<file path="src/rtl/cache_mem_arbiter_pkg.sv">
// Shared types and sizing for the cache-to-memory arbiter.
package arbiter_types;

  localparam int ADDR_W      = 32;
  localparam int LINE_W      = 256;
  localparam int BEAT_W      = 64;
  localparam int BEATS       = LINE_W / BEAT_W;
  localparam int CNT_W       = $clog2(BEATS);
  localparam int LINE_BYTES  = LINE_W / 8;

  typedef enum logic [2:0] {IDLE, I_RD, D_RD, D_WR, DONE} arb_state_t;
  typedef enum logic {INST, DATA} arb_port_t;

  // Clears the byte-offset bits so every burst starts on a line boundary
  function automatic logic [ADDR_W-1:0] line_align(input logic [ADDR_W-1:0] addr);
    return addr & ~ADDR_W'(LINE_BYTES - 1);
  endfunction

endpackage

</file>
<file path="src/rtl/line_beat_adaptor.sv">
// Converts between one cache line and a burst of narrower memory beats.
module line_beat_adaptor
  import arbiter_types::*;
(
  input  logic              clk,
  input  logic              rst,
  input  logic              start,
  input  logic              is_write,
  input  logic [LINE_W-1:0] line_in,
  input  logic [BEAT_W-1:0] beat_rdata,
  input  logic              beat_resp,
  output logic [BEAT_W-1:0] beat_wdata,
  output logic [LINE_W-1:0] line_out,
  output logic              last
);

  logic [CNT_W-1:0]  count_q, count_d;
  logic [LINE_W-1:0] line_q, line_d;
  logic              write_q, write_d;

  // A grant restarts the count; each accepted beat advances it and, on reads, lands in its slot
  always_comb begin
    count_d = count_q;
    line_d  = line_q;
    write_d = write_q;
    if (start) begin
      count_d = '0;
      write_d = is_write;
      if (is_write) begin
        line_d = line_in;
      end
    end else if (beat_resp) begin
      count_d = count_q + CNT_W'(1);
      if (!write_q) begin
        line_d[count_q*BEAT_W +: BEAT_W] = beat_rdata;
      end
    end
  end

  // Holds the beat counter and the shared line buffer
  always_ff @(posedge clk or negedge rst) begin
    if (!rst) begin
      count_q <= '0;
      line_q  <= '0;
      write_q <= 1'b0;
    end else begin
      count_q <= count_d;
      line_q  <= line_d;
      write_q <= write_d;
    end
  end

  assign beat_wdata = line_q[count_q*BEAT_W +: BEAT_W];
  assign line_out   = line_d;
  assign last       = (count_q == CNT_W'(BEATS - 1));

endmodule

</file>
<file path="src/rtl/cache_mem_arbiter.sv">
// Round-robin arbiter turning icache/dcache line requests into memory bursts.
module cache_mem_arbiter
  import arbiter_types::*;
(
  input  logic              clk,
  input  logic              rst,
  input  logic [ADDR_W-1:0] i_address,
  input  logic              i_read,
  output logic [LINE_W-1:0] i_rdata,
  output logic              i_resp,
  input  logic [ADDR_W-1:0] d_address,
  input  logic              d_read,
  input  logic              d_write,
  input  logic [LINE_W-1:0] d_wdata,
  output logic [LINE_W-1:0] d_rdata,
  output logic              d_resp,
  output logic [ADDR_W-1:0] pmem_address,
  output logic              pmem_read,
  output logic              pmem_write,
  output logic [BEAT_W-1:0] pmem_wdata,
  input  logic [BEAT_W-1:0] pmem_rdata,
  input  logic              pmem_resp
);

  arb_state_t        state_q;
  arb_port_t         lastGrant_q;
  logic [ADDR_W-1:0] addr_q;
  logic              pmemRead_q, pmemWrite_q, iResp_q, dResp_q;
  logic [LINE_W-1:0] iRdata_q, dRdata_q;

  logic              iReq, dReq, contention, grantData, grantInst;
  logic              startBurst, startWrite, burstActive, beatResp, lastBeat;
  logic [BEAT_W-1:0] beatWdata;
  logic [LINE_W-1:0] lineOut;

  // Chooses the winner in IDLE; on contention the port not served last time wins
  always_comb begin
    iReq        = i_read;
    dReq        = d_read | d_write;
    contention  = iReq & dReq;
    grantData   = (state_q == IDLE) && dReq && (!iReq || lastGrant_q == INST);
    grantInst   = (state_q == IDLE) && iReq && !grantData;
    startBurst  = grantData | grantInst;
    startWrite  = grantData & d_write;
    burstActive = (state_q == I_RD) || (state_q == D_RD) || (state_q == D_WR);
    beatResp    = burstActive & pmem_resp;
  end

  line_beat_adaptor u_adaptor (
    .clk        (clk),
    .rst        (rst),
    .start      (startBurst),
    .is_write   (startWrite),
    .line_in    (d_wdata),
    .beat_rdata (pmem_rdata),
    .beat_resp  (beatResp),
    .beat_wdata (beatWdata),
    .line_out   (lineOut),
    .last       (lastBeat)
  );

  // Burst sequencing FSM with all handshake outputs registered
  always_ff @(posedge clk or negedge rst) begin
    if (!rst) begin
      state_q     <= IDLE;
      lastGrant_q <= INST;
      addr_q      <= '0;
      pmemRead_q  <= 1'b0;
      pmemWrite_q <= 1'b0;
      iResp_q     <= 1'b0;
      dResp_q     <= 1'b0;
      iRdata_q    <= '0;
      dRdata_q    <= '0;
    end else begin
      iResp_q <= 1'b0;
      dResp_q <= 1'b0;
      case (state_q)
        IDLE: begin
          if (grantData) begin
            state_q     <= d_write ? D_WR : D_RD;
            addr_q      <= line_align(d_address);
            pmemWrite_q <= d_write;
            pmemRead_q  <= ~d_write;
            if (contention) lastGrant_q <= DATA;
          end else if (grantInst) begin
            state_q    <= I_RD;
            addr_q     <= line_align(i_address);
            pmemRead_q <= 1'b1;
            if (contention) lastGrant_q <= INST;
          end
        end
        I_RD, D_RD, D_WR: begin
          if (pmem_resp && lastBeat) begin
            state_q     <= DONE;
            pmemRead_q  <= 1'b0;
            pmemWrite_q <= 1'b0;
            if (state_q == I_RD) begin
              iResp_q  <= 1'b1;
              iRdata_q <= lineOut;
            end else begin
              dResp_q <= 1'b1;
              if (state_q == D_RD) dRdata_q <= lineOut;
            end
          end
        end
        DONE:    state_q <= IDLE;
        default: state_q <= IDLE;
      endcase
    end
  end

  assign i_rdata      = iRdata_q;
  assign i_resp       = iResp_q;
  assign d_rdata      = dRdata_q;
  assign d_resp       = dResp_q;
  assign pmem_address = addr_q;
  assign pmem_read    = pmemRead_q;
  assign pmem_write   = pmemWrite_q;
  assign pmem_wdata   = pmemWrite_q ? beatWdata : '0;

endmodule

</file>
<file path="config.mk">
export PLATFORM = sky130hd
export DESIGN_NAME = cache_mem_arbiter
export DESIGN_NICKNAME = d
export VERILOG_FILES = /design/src/rtl/cache_mem_arbiter_pkg.sv /design/src/rtl/line_beat_adaptor.sv /design/src/rtl/cache_mem_arbiter.sv
export SDC_FILE = /design/constraint.sdc
export NUM_CORES = 2
export LEC_CHECK = 0
export CAP_MARGIN = 20
export CORE_AREA = 3 3 391 393
export CTS_CLUSTER_DIAMETER = 40
export DETAILED_ROUTE_END_ITERATION = 8
export DIE_AREA = 0 0 394 396
export PLACE_DENSITY = 0.51
export SYNTH_ARGS = -nofsm -noshare
export SYNTH_HDL_FRONTEND = slang
export SYNTH_SLANG_ARGS = --single-unit
</file>
<file path="constraint.sdc">
create_clock -name clk -period 2.9 [get_ports clk]
set_input_delay 0.435 -clock clk [delete_from_list [all_inputs] [get_ports clk]]
set_output_delay 0.435 -clock clk [all_outputs]
set_load 0.1 [all_outputs]
</file>
Yosys cells after proc, flatten, opt, wreduce, memory -nomap -nowiden
Index checks and enable logic that the tools add are counted.
{ "totals": {"ff_bits": 811, "output_inout_bits": 612} }
{ "classes": {"shifts": 3, "muxes": 31, "n_eq_ne": 9, "reduce_logical": 22, "add_sub_neg": 2, "bitwise": 8} }
{ "op_table": {"columns": ["cell", "count"], "rows": [
  ["$mux 256", 4],
  ["$bwmux 256", 1],
  ["$shift 64x34->256 const A", 1],
  ["$shiftx 256x9->64", 1],
  ["$shiftx 64x34->256", 1],
  ["$mux 32", 2],
  ["$mux 64", 1],
  ["$neg 8->34", 1],
  ["$mux 1", 15],
  ["$mux 3", 3],
  ["$reduce_and 3->1", 3],
  ["$ne 2x2->1 const B", 4],
  ["$reduce_and 4->1", 2],
  ["$eq 3x2->1 const B", 2],
  ["$pmux 3 s2", 1],
  ["$reduce_bool 2->1", 3],
  ["$logic_and 1x1->1", 5],
  ["$mux 2", 2],
  ["$pmux 1 s2", 2],
  ["$reduce_and 2->1", 2],
  ["$and 1x1->1", 3],
  ["$eq 3x1->1 const B", 1],
  ["$logic_not 3->1", 1],
  ["$logic_or 1x1->1", 3],
  ["7 further kinds", 11]
]} }

Longest topological paths before layout
{ "logic_depth": {"depth_word": 8, "ltp_mapped": 12, "depth_no_buf": 6} }

Cells and area by module
A second synthesis with hierarchy kept.
{ "hier_totals": {"cells_unflattened": 3099, "area_unflattened_um2": 36815.3} }
{ "by_module_without_submodules": {"columns": ["module", "area_per_inst_um2", "seq_area_each_um2", "cells_per_inst", "n_inst"], "rows": [
  ["cache_mem_arbiter", 21165.3, 13688.1, 1856, 1],
  ["line_beat_adaptor", 15650.0, 6481.2, 1243, 1]
]} }

Worst setup path before layout
OpenSTA, ideal clock, no wires.
{ "synth_timing": {"kind": "register to register", "startpoint": "register u_adaptor.count_q[1]", "endpoint": "register u_adaptor.line_q[25]", "stages_incl_launch_ff": 12, "setup_time_ns": 0.136, "t_arrival_ns": 2.606, "slack_ns": 0.158, "path_cell_list": "dfrtp_1 clkbuf_1 clkbuf_1 inv_1 ha_1 buf_2 and4bb_2 buf_2 clkbuf_1 and2_1 mux2i_4 o22ai_2"} }
{ "synth_via": {"elab_chain_cells": 6, "word_cells_on_any_way": 7, "cone_classes": "add/sub: 1; shift: 2; mux: 4"} }
{ "synth_rtl": {"columns": ["item", "line_no", "text"], "rows": [
  ["start, declared", "line_beat_adaptor.sv:17", "logic [CNT_W-1:0] count_q, count_d;"],
  ["start signal, assigned", "line_beat_adaptor.sv:47", "count_q <= count_d;"],
  ["$neg 8->34 *", "line_beat_adaptor.sv:35", "line_d[count_q*BEAT_W +: BEAT_W] = beat_rdata;"],
  ["$shiftx 64x34->256 / $shift 64x34->256 (equally long branches)", "line_beat_adaptor.sv:35", null],
  ["$bwmux 256 *", "line_beat_adaptor.sv:35", null],
  ["$mux 256 *", "line_beat_adaptor.sv:34", "if (!write_q) begin"],
  ["$mux 256 *", "line_beat_adaptor.sv:32", "end else if (beat_resp) begin"],
  ["$mux 256 *", "line_beat_adaptor.sv:26", "if (start) begin"],
  ["via lineOut[25]", "cache_mem_arbiter.sv:34", "logic [LINE_W-1:0] lineOut;"],
  ["end signal, assigned", "line_beat_adaptor.sv:48", "line_q <= line_d;"],
  ["end, declared", "line_beat_adaptor.sv:18", "logic [LINE_W-1:0] line_q, line_d;"]
]} }
The timed path passes the listed nets; every way through them passes the cells marked *.
A chain may end at the register's enable or synchronous reset.

Worst setup path in the final report
{ "layout_timing": {"startpoint": "register u_adaptor.count_q[0]", "endpoint": "output port pmem_wdata[20]"} }
{ "layout_via": {"elab_chain_cells": 2} }
{ "layout_rtl": {"columns": ["item", "line_no", "text"], "rows": [
  ["$shiftx 256x9->64", "line_beat_adaptor.sv:53", "assign beat_wdata = line_q[count_q*BEAT_W +: BEAT_W];"],
  ["$mux 64", "cache_mem_arbiter.sv:119", "assign pmem_wdata = pmemWrite_q ? beatWdata : '0;"],
  ["end, declared", "cache_mem_arbiter.sv:20", "output logic [BEAT_W-1:0] pmem_wdata,"]
]} }
Every way passes these cells.

==> metrics.md <==
| Metric | Value |
|---|---|
| DRC viols | `0` |
| Top_reg_cell synth | `dfrtp_1` |
| CTS Sinks | `just over 800` |
| Period minus WS final | `slightly below 3000 ps` |
| Mapped Cells | `3791` |
| Syn Area/Cell | `10.4 µm²` |
| Worst R2R Start | `u_adaptor.count_q[1]` |
| Initial antenna violation count | `44` |
| Post-DP HPWL | `around 140000 µm` |
| Sequential element share of the synthesized area | `roughly half` |
| All-Layer GR Usage | `about a quarter` |
| Max layer used | `met5` |
| Initial Util | `26.4%` |
| Design area | `~58000 µm²` |
| Cell Area, Placed | `52500 µm²` |
| Hold slack final | `244 ps` |
| Post-synth ARST share | `between 90% and 100%` |
| Antenna Violating Nets Remaining | `0` |
| RSZ-0062 raised after global routing | `yes` |
| Fillcell total | `~15000` |
| CTS max path bufs | `3` |
| Hold Path Class | `in2async` |
| Slew Viols, Final | `0` |
| Ports | `roughly 1000` |
| Status | `finished with violations` |
| CTS tree | `built` |
| Crit. End Element | `output pin` |
| Setup Crit Path Kind | `reg2out` |
| Final hold violation count | `0` |
| Later-pin clock latency in the skew report | `a little under 800 ps` |
| Register bit total from synthesis | `about 800` |
| Core area | `roughly 150000 µm²` |
| DR vias/cell | `about 5.2` |
| Nets | `5226` |
| Share of cells above drive strength 1 | `around 30%` |
| Failing checks | `setup timing` |
| Library cells used by synthesis | `between 40 and 50` |
| Setup crit start | `u_adaptor.count_q[0]` |
| Routed wl met2 | `94100 µm` |
| Final Cycle Share | `101%` |
| Final Setup Violations | `17` |
| Flip-flop and latch area | `between 20000 and 25000 µm²` |
| Post-synth EDFFs | `0` |
| R2R depth | `7` |
| CTS H-tree depth | `4` |
| Fin Clk Skew | `~32 ps` |
| Area of the multi-input gates | `between 15000 and 20000 µm²` |
| Max Fanout on Critical Path | `8` |
| DR vias | `about 37000` |
| Startpoint types | `flop` |
| Synth Cell Area | `39600 µm²` |
| Drt total wl | `slightly below 200000 µm` |
| First-pass GRT wire length | `280000 µm` |
| Fmax | `between 0.3 and 0.4 GHz` |
| Metal3 WL | `around 17000 µm` |
| Required @ worst endpoint | `between 2000 and 2500 ps` |
| WL/cell | `between 20 and 30 µm` |
| Die area | `156000 µm²` |
| Area grow syn2layout | `47.7%` |
| Worst-Margin Slew | `1070 ps` |
| Max-Cap Viols | `0` |
| Synth warn | `0` |
| Chip width | `around 390 µm` |
| CTS buffer count | `roughly 160` |
| DIE HEIGHT | `about 400 µm` |
| Slew headroom | `between 20% and 30%` |
| PortBufs | `~990` |
| Clock transition at the registers of the reported paths | `around 50 ps` |
| Clock root buffer | `clkbuf_16` |
| Rows | `~140` |
| Met1 WL | `approximately 80000 µm` |
| PnR worst setup slack | `-38.1 ps` |
| Pin count of the biggest net entering global routing | `between 100 and 150` |
| RePlAce Congestion | `~0.91` |
| Vias in the first global route | `around 37000` |
| Worst Path Arrival | `2500 ps` |
| Gr ovfl total | `0` |
| DR iter-0 viols | `between 3000 and 4000` |
| DRT Pass-1 Iters | `5` |
[worst paths after layout]
kind | end | slack (ps)
max reg2reg | u_adaptor.line_q[57] | 180
min reg2reg | i_rdata[26] | 510
max | pmem_wdata[20] | -40
min | d_rdata[7] | 240
min in group clk | pmem_address[24] | 320
max in group asynchronous | i_rdata[35] | 1510
[Yosys cell counts, types with 3 or more instances]
cell type	n	share of area, %
o21ai_0	28	0.35
nand2_1	5	0.047
and3_1	49	0.77
nor4b_1	3	0.066
mux4_2	64	3.6
buf_12	5	0.25
dfrtp_1	806	51
o22ai_2	38	1.2
nor2_1	546	5.2
nand3b_1	28	0.53
a21oi_1	723	9.1
o221ai_1	256	5.7
o22ai_1	219	3.5
and2_1	269	4.3
buf_6	24	0.68
clkbuf_1	290	2.7
mux2i_1	218	5.5
buf_4	9	0.17
a21oi_2	76	1.7
buf_1	17	0.16
and4_1	3	0.066
mux2i_4	38	2.2
inv_1	4	0.038
buf_2	42	0.53
ha_1	5	0.16
[cells by family (layout without fill, tap and decap cells)]
group | count (synthesis) | in the layout | share of synthesized area, %
XOR/XNOR | 2 | 2 | 0.0443
AO/OA/AOI/OAI | 1344 | 1344 | 21.6
multiplexers | 320 | 320 | 11.3
other | 1 | 35 | 0.00947
adder cells (fa/ha/maj) | 5 | 5 | 0.158
flip-flops | 806 | 806 | 50.9
buffers and inverters | 392 | 1562 | 4.60
AND/OR/NAND/NOR | 921 | 921 | 11.3
[critical path, stage by stage, from the launching register on]
cell	delay, ps
dfrtp_4	480
buf_12	190
buf_16	160
mux4_2	540
and2_4	190
buf_12	160
[state kept, by name, indices dropped and copies added, names as in the netlist]
| signal | count |
|---|---|
| i_resp | 1 |
| lastGrant_q | 1 |
| d_rdata | 256 |
| u_adaptor.line_q | 256 |
| d_resp | 1 |
| i_rdata | 256 |
| pmem_address | 27 |
| pmem_read | 1 |
| u_adaptor.count_q | 2 |
| u_adaptor.write_q | 1 |
| pmem_write | 1 |
| state_q | 3 |
[per-layer routing]
layer	up-vias	track usage, %
met5	-	0
met4	8	8.32
met3	349	7.62
met2	1620	39.7
met1	18600	31.0
li1	16100	-
[cell type report]
type,count,share of cell area (%)
Sequential cell,806,34.5
Multi-Input combinational cell,2597,30.6
Timing Repair Buffer,1265,21.1
Clock buffer,184,7.15
Tap cell,2016,4.31
Clock inverter,109,2.23
Antenna cell,30,0.128
Inverter,4,0.0257
[per-stage QoR]
stage	setup TNS [ps]	setup slack [ps]	cells	utilization, %
final	-220	-38.1	7011	39.0
after global placement	0	140	6674	35.0
after floorplan	0	158	3795	-
after global routing	-3260	-127	7003	39.0
after CTS	-2080	-117	6981	39.0
after detailed placement	0	117	6674	35.0
[timing repair]
action	4_1_cts	5_1_grt
gates resized for setup	85	0
setup endpoints to repair	64	59
cloned	7	0
hold endpoints to repair	25	0
pin swaps	0	0
setup buffers	5	0
hold buffers	2	0
[cells in the final DEF (no fill, tap or decap), types with 30 or more instances in the layout]
cell	n
o22ai_2	38
clkbuf_16	158
mux2i_4	38
a21oi_2	76
o22ai_1	219
a21oi_1	723
buf_4	738
mux4_2	64
and3_1	49
clkdlybuf4s50_1	377
mux2i_1	218
nor2_1	545
buf_12	134
o221ai_1	256
and2_1	204
diode_2	30
dfrtp_1	803
and2_4	65
Power is not shown: default switching activity piles up to over one toggle a cycle in this logic, so the estimate is an artifact.
